<file path="src/rtl/systolic_skew_feeder.sv">
// Skew feeder for the MAC systolic array: lane i of each operand bus is delayed
// by i cycles so A and B slices meet on the diagonal, then the chains drain with zeros.
module systolic_skew_feeder #(
  parameter int ARR_SIZE      = 4,
  parameter int HORIZONTAL_BW = 16,
  parameter int CNT_W         = 9
) (
  input  logic                              clk,
  input  logic                              rst,
  input  logic                              start,
  input  logic [CNT_W-1:0]                  k_len,
  input  logic                              in_valid,
  output logic                              in_ready,
  input  logic [HORIZONTAL_BW*ARR_SIZE-1:0] a_vec,
  input  logic [HORIZONTAL_BW*ARR_SIZE-1:0] b_vec,
  output logic [HORIZONTAL_BW*ARR_SIZE-1:0] horizontal_input,
  output logic [HORIZONTAL_BW*ARR_SIZE-1:0] vertical_input,
  output logic                              busy,
  output logic                              done
);

  localparam int BW = HORIZONTAL_BW;
  localparam int DW = (ARR_SIZE > 2) ? $clog2(ARR_SIZE - 1) : 1;
  localparam bit HAS_DRAIN = (ARR_SIZE > 1);

  typedef enum logic [1:0] {
    IDLE  = 2'd0,
    FEED  = 2'd1,
    DRAIN = 2'd2,
    DONE  = 2'd3
  } state_t;

  state_t           state, state_next;
  logic [CNT_W-1:0] k_len_q;
  logic [CNT_W-1:0] beat_cnt;
  logic [DW-1:0]    drain_cnt;
  logic             accept;
  logic             last_beat;
  logic             drain_last;

  assign accept     = in_valid && (state == FEED);
  assign last_beat  = accept && (beat_cnt == (k_len_q - 1'b1));
  assign drain_last = (drain_cnt == DW'(HAS_DRAIN ? ARR_SIZE - 2 : 0));

  // State register
  // NOTE: sequential state uses non-blocking assignments so every register
  // samples pre-edge values regardless of statement order.
  always_ff @(posedge clk or negedge rst) begin
    if (!rst) state <= IDLE;
    else      state <= state_next;
  end

  // Next-state logic
  // NOTE: state_next gets a default before the case so no path leaves it
  // unassigned, which would otherwise infer a latch.
  always_comb begin
    state_next = state;
    case (state)
      IDLE:    if (start) state_next = (k_len != '0) ? FEED : DONE;
      FEED:    if (last_beat) state_next = HAS_DRAIN ? DRAIN : DONE;
      DRAIN:   if (drain_last) state_next = DONE;
      DONE:    state_next = IDLE;
      default: state_next = IDLE;
    endcase
  end

  // Outputs decoded from the registered state only
  always_comb begin
    in_ready = 1'b0;
    busy     = 1'b0;
    done     = 1'b0;
    case (state)
      FEED:    begin in_ready = 1'b1; busy = 1'b1; end
      DRAIN:   busy = 1'b1;
      DONE:    done = 1'b1;
      default: ;
    endcase
  end

  // k_len is captured only at a start taken in IDLE; later edits do not reach the tile.
  always_ff @(posedge clk or negedge rst) begin
    if (!rst) begin
      k_len_q   <= '0;
      beat_cnt  <= '0;
      drain_cnt <= '0;
    end else begin
      if (state == IDLE && start) begin
        k_len_q  <= k_len;
        beat_cnt <= '0;
      end else if (accept) begin
        beat_cnt <= beat_cnt + 1'b1;
      end
      if (state == DRAIN) drain_cnt <= drain_cnt + 1'b1;
      else                drain_cnt <= '0;
    end
  end

  // Lane i owns i+1 stages; the last stage drives the array bus directly.
  for (genvar i = 0; i < ARR_SIZE; i++) begin : g_lane
    logic [BW-1:0] a_chain [i+1];
    logic [BW-1:0] b_chain [i+1];

    // NOTE: the skew stages are reset like any other register so a mid-tile
    // reset discards partial slices instead of leaking them into the array.
    always_ff @(posedge clk or negedge rst) begin
      if (!rst) begin
        for (int j = 0; j <= i; j++) begin
          a_chain[j] <= '0;
          b_chain[j] <= '0;
        end
      end else begin
        a_chain[0] <= accept ? a_vec[i*BW +: BW] : '0;
        b_chain[0] <= accept ? b_vec[i*BW +: BW] : '0;
        for (int j = 1; j <= i; j++) begin
          a_chain[j] <= a_chain[j-1];
          b_chain[j] <= b_chain[j-1];
        end
      end
    end

    assign horizontal_input[i*BW +: BW] = a_chain[i];
    assign vertical_input[i*BW +: BW]   = b_chain[i];
  end

endmodule

</file>
<file path="config.mk">
export PLATFORM = sky130hd
export DESIGN_NAME = systolic_skew_feeder
export DESIGN_NICKNAME = d
export VERILOG_FILES = /design/src/rtl/systolic_skew_feeder.sv
export SDC_FILE = /design/constraint.sdc
export NUM_CORES = 1
export LEC_CHECK = 0
export ABC_AREA = 0
export CAP_MARGIN = 20
export CORE_MARGIN = 2
export CORE_UTILIZATION = 23
export CTS_CLUSTER_DIAMETER = 30
export DETAILED_ROUTE_END_ITERATION = 6
export GPL_TIMING_DRIVEN = 0
export PLACE_DENSITY = 0.54
export SYNTH_ARGS = -nofsm -noshare
export SYNTH_HDL_FRONTEND = slang
export SYNTH_SLANG_ARGS = --single-unit
export TNS_END_PERCENT = 100
</file>
<file path="constraint.sdc">
create_clock -name clk -period 4.9 [get_ports clk]
set_clock_uncertainty 0.2 [all_clocks]
set_input_delay 0.98 -clock clk [delete_from_list [all_inputs] [get_ports clk]]
set_output_delay 0.98 -clock clk [all_outputs]
set_load 0.005 [all_outputs]
</file>
==> metrics.cfg <==
[global_route]
grt_pass1_wl_um = 39600
grt_max_degree = 105
grt_antenna_before_repair = 1
grt_pass1_vias = 7114
grt_overflow = 0
track_usage_pct = 10.5

[clock_network]
cts_tree = done
post_cts_buffers = 0
cts.path.max_buffers = 3
path_clk_slew_ns = 0.05
cts_hold_buf = 0
cts_resized = 0
insertion_delay_ns = 0.58
htree_num_levels = 3
clock-root-buffer = clkbuf_16
numCtsBuffers = 75
cts_sinks = 342

[critical_path]
cpPeakStageDelay_ns = 0.55
crit_type = reg2out
crit_chain = inv_1 -> ha_1 -> clkdlybuf4s50_1
critPathBufInv = 2
worstPathArrival_ns = 1.94
crit_path_start_kind = flip-flop
critPathSlowestCell = clkdlybuf4s50_1
cp_top_family = buffers and inverters
required_ns = 3.72
endpoint_kind = primary output
crit_fanout = 6

[sta]
slew_viol_final = 0
fin_crit_sh_pct = 63.7
slew_headroom_pct = 43.3
tightest_slew_ns = 0.851
maxClockFrequency_mhz = 320
setup_viol = 0
hold_viol = 0
layout_min_cycle_time_ns = 3.12
holdWs_ns = 0.131
rsz0062_at_grt = false

[floorplanning]
die_h_um = 223
die_area_mm2 = 0.0497
initial_core_util_pct = 23.2
std_cell_rows = 80
die_width_um = 223
pin_count = 272
coreArea_mm2 = 0.0475

[power_and_ir_drop]
clkPwrFrac_pct = 51.0
ir_worst_vdd_v = 0.000252
p_leak_uw = 0.00861
power_density_mw_per_mm2 = 589
p_seq_share_pct = 34.1
switching_share_pct = 24.1
combinationalPowerShare_pct = 14.8
internal-power_uw = 7720
p_sw_uw = 2450

[final_layout]
utilization_pct = 36.3
antenna_cells = 0
final_common_cell = dfrtp_1
syn_to_final_growth_pct = 56.6
final_layout_size_suffix_gt1_share_pct = 20.7
finalInstanceArea_mm2 = 0.0173
most-common-layout-cells = dfrtp_1, clkdlybuf4s50_1, and3_1
nNetsFinal = 1226

[drt]
post_drt_wl_per_cell_um = 14.6
routed_wl_um = 25500
drcViolationCount = 0
initialDrtViolationCount = 305
firstDrtPassIters = 4
postRouteAntennaNets = 0
via_per_inst = 3.74
vias = 6541

[placed_design]
io_buffers = 271
place_area_mm2 = 0.0146
routabilityCongestion = 0.743
hpwl_um = 17800

[synth]
yosys.area_share.simple_pct = 10.0
synth_top_family_by_area = simple AND/OR/NAND/NOR gates
ys_types = 37
netlist_instances = 726
synthMuxAreaShare_pct = 0.272
ys_seq_area_share_pct = 77.7
syn_nets = 875
yosysWarnings = 0
synth-seq-cells = 342
syn_area_mm2 = 0.0110
synth_compound_area_share_pct = 1.65
yosys.area_share.adder_pct = 0.908
avgSynthCellArea_um2 = 15.2
synth-xor-area-share_pct = 1.27

[flow_run]
cap_violations = 0

[hold_path]
hold_class = reg2reg

[status]
status = completed

[flip-flops by register name, indices dropped and copies added, names as in the netlist]
signal and count:
g_lane.a_chain 112, k_len_q 9, g_lane.b_chain 112, drain_cnt 2
horizontal_input 48, state 2, beat_cnt 9, vertical_input 48
[power by group through the flow]
stage	clock, uW	combinational (uW)	sequential (uW)
CTS	5330	1550	3480
global route	5480	1670	3520
floorplan	0	736	3470
global placement	0	1510	3520
finish	5190	1510	3470
detailed placement	0	1540	3520
[cells by family after synthesis]
kind of cell | count (synthesis)
flip-flops | 342
AND/OR/NAND/NOR | 188
buffers and inverters | 142
AO/OA/AOI/OAI | 27
XOR/XNOR | 16
adder cells (fa/ha/maj) | 8
multiplexers | 3
[synth_stat cells]
cell	number	area share (%)
a211oi_1	1	0.068
a21oi_1	5	0.23
a311oi_1	1	0.079
a31oi_1	1	0.057
and2_0	1	0.057
and2_1	1	0.057
and3_1	129	7.3
buf_4	97	6.6
clkbuf_1	33	1.1
clkbuf_8	1	0.12
dfrtp_1	342	78
ha_1	8	0.91
inv_1	11	0.37
mux2i_1	3	0.27
nand2_1	28	0.95
nand3b_1	1	0.068
nand4_1	3	0.17
nor2_1	12	0.41
nor3_1	2	0.091
nor3b_2	1	0.11
nor4_1	2	0.11
nor4b_1	1	0.079
nor4b_4	1	0.22
o2111ai_1	1	0.079
o21a_1	1	0.068
o21ai_0	10	0.45
o22ai_1	1	0.057
o311a_1	1	0.091
o311ai_0	1	0.079
o31ai_1	1	0.068
o32a_1	1	0.091
o32ai_1	1	0.079
o32ai_2	1	0.15
or3_1	4	0.23
or4_1	2	0.14
xnor2_1	8	0.64
xor2_1	8	0.64
[path summary, 6_finish.rpt]
path	from	end	slack (ns)	cells after the start
setup reg to reg	k_len_q[0]$_DFFE_PN0P_	state[0]$_DFFE_PN0P_	2.26	8
hold / removal	g_lane[3].b_chain[49]$_DFF_PN0_	g_lane[3].b_chain[33]$_DFF_PN0_	0.13	0
min in group asynchronous	rst	g_lane[2].a_chain[29]$_DFF_PN0_	0.14	1
hold reg to reg	g_lane[3].b_chain[49]$_DFF_PN0_	g_lane[3].b_chain[33]$_DFF_PN0_	0.13	0
max in group asynchronous	rst	g_lane[3].b_chain[52]$_DFF_PN0_	3.07	3
setup / recovery	state[1]$_DFFE_PN0P_	in_ready	1.78	3
[cell type report]
class,instances,area (um^2)
plain buffers,131,866
clock buffers,92,2060
clock inverters,44,607
fillers,4537,30300
inverters,11,41.3
multi-input cells,242,1560
flip-flops and latches,342,8560
well taps,615,769
repair buffers,274,2800
[metrics by stage]
step | std cells | setup slack [ns] | total power [uW] | setup TNS (ns)
after global routing | 1751 | 1.63 | 10700 | 0
final | 1751 | 1.78 | 10200 | 0
after CTS | 1751 | 1.71 | 10400 | 0
after global placement | 1612 | -11.89 | 5030 | -4043.03
after floorplan | 726 | 2.58 | 4210 | 0
after detailed placement | 1615 | 1.42 | 5060 | 0
[worst reg2reg max path, stage by stage, from the launching register on]
cell     delay (ns)
dfrtp_1        0.41
inv_1          0.10
ha_1           0.26
nor4b_4        0.37
xor2_1         0.11
o32a_1         0.35
o21a_1         0.14
o32ai_2        0.39
mux2i_1        0.23
[routing by layer]
layer | vias up | track usage [%] | routed length (um)
li1 | 3031 | - | -
met1 | 3207 | 12.6 | 10600
met2 | 226 | 16.5 | 12300
met3 | 75 | 3.37 | 1670
met4 | 2 | 6.58 | 1030
met5 | - | 0 | 12
(Power assumes the default switching activity.)
==> RTL change (config.mk and constraints unchanged) <==
Make the reset (`rst`) synchronous in 3 clocked blocks.
--- a/src/rtl/systolic_skew_feeder.sv
+++ b/src/rtl/systolic_skew_feeder.sv
@@ -45,7 +45,7 @@
   // State register
   // NOTE: sequential state uses non-blocking assignments so every register
   // samples pre-edge values regardless of statement order.
-  always_ff @(posedge clk or negedge rst) begin
+  always_ff @(posedge clk) begin
     if (!rst) state <= IDLE;
     else      state <= state_next;
   end
@@ -78,7 +78,7 @@
   end
 
   // k_len is captured only at a start taken in IDLE; later edits do not reach the tile.
-  always_ff @(posedge clk or negedge rst) begin
+  always_ff @(posedge clk) begin
     if (!rst) begin
       k_len_q   <= '0;
       beat_cnt  <= '0;
@@ -102,7 +102,7 @@
 
     // NOTE: the skew stages are reset like any other register so a mid-tile
     // reset discards partial slices instead of leaking them into the array.
-    always_ff @(posedge clk or negedge rst) begin
+    always_ff @(posedge clk) begin
       if (!rst) begin
         for (int j = 0; j <= i; j++) begin
           a_chain[j] <= '0;
Function: differs if rst is asserted again (counterexample within 4 cycles, from zero or initial values and one cycle with rst low); with rst held inactive, the same outputs for 4 cycles.
==> RTL change against the unedited design <==
- worst setup slack improved by 9.4 ps
- synthesized area fell by 5.9%
- final cell count rose by 10%
- count of clock-buffer cells in the layout rose by 7
- sequential cell count did not move
- routed wire length fell by 4.5%
- cell area fell by 1.1%
Power is not compared: it rests on default switching activity, and its combinational part moved more than twofold at a synthesized area within 25%.
==> RTL change: results (changes against the unedited design) <==
| Metric | Value |
|---|---|
| Bufs w/o clock | 376 (was 405) |
| DR WL/cell | 12.63 um (was 14.58 um) |
| CP endpoint | busy (was in_ready) |
| DRT met1 WL | 9766 um (was 10,570 um) |
| Actual slew at the worst max-slew pin | 725.7 ps (was 850.5 ps) |
| Largest net degree at the start of global routing | 14 (was 105) |
| Synthesized area per cell | 11.51 sq um (was 15.18 sq um) |
| Place WS | 1528 ps (was 1425 ps) |
| Reg2Reg Setup Slack | 2040 ps (was 2260 ps) |
| Post-synthesis cell type count | 41 (was 37) |
| R2r startpoint | k_len_q[0] (unchanged) |
| Hold slack final | 202.4 ps (was 130.7 ps) |
| RR Endpoint | state[1] (was state[0]) |
| Mapped Nets | 1,050 (was 875) |
| Clkbuf count | 99 (was 92) |
| Async S/R FF share, synth | 0% (was 100.0%) |
| Initial antenna violation count | 3 (was 1) |
| Mux contribution to synthesized area | 0.1930% (was 0.2725%) |
| Met3 wire length | 2856 um (was 1668 um) |
| XOR/XNOR share of the synthesized area | 1.266% (was 1.272%) |
| Setup crit start | state[0] (was state[1]) |
| Port-buffer cells | 270 (was 271) |
| Global-route wire length before repair | 38,000 um (was 39,550 um) |
| Commonest cells post-synth | dfxtp_1, and2_1, buf_4 (was dfrtp_1, and3_1, buf_4) |
| Placed insts | 1,764 (was 1,615) |
| Vias in the first global route | 7,280 (was 7,114) |
| CTS Buf Count | 88 (was 75) |
| Non-filler cells, final | 1,931 (was 1,751) |
| Status | completed (unchanged) |
| DR WL met2 | 11,020 um (was 12,250 um) |
## RTL change: cell types whose count changed after synthesis, sizes merged, moves of 4 or more
| cell | before | now |
|---|---|---|
| and3 | 129 | 4 |
| dfxtp | 0 | 342 |
| buf | 97 | 65 |
| dfrtp | 342 | 0 |
| and2 | 2 | 322 |
| o21ai | 10 | 6 |
| clkbuf | 34 | 40 |
| a21boi | 0 | 9 |
## RTL change: kinds of logic (layout without fill, tap and decap cells)
logic type | after synthesis | count (layout)
and+or+nand+nor | 389 | 389
xor gates and xnor gates | 15 | 15
AOI/OAI and AO/OA | 32 | 32
adders and majority gates | 8 | 8
other | 0 | 3
muxes | 2 | 2
DFF | 342 | 342
buffers and inverters | 113 | 548
## RTL change: per-layer routing
layer  vias up  track usage [%]
met3        66            6.456
met5         -                0
met1      3081            11.20
li1       3492                -
met2       260            16.61
met4         2            5.548
## RTL change: power by group
part	internal, uW	leakage, uW	switching [uW]
Sequential	2930	0.00276	48.4
Combinational	343	0.00268	261
Clock	4320	0.00154	1800
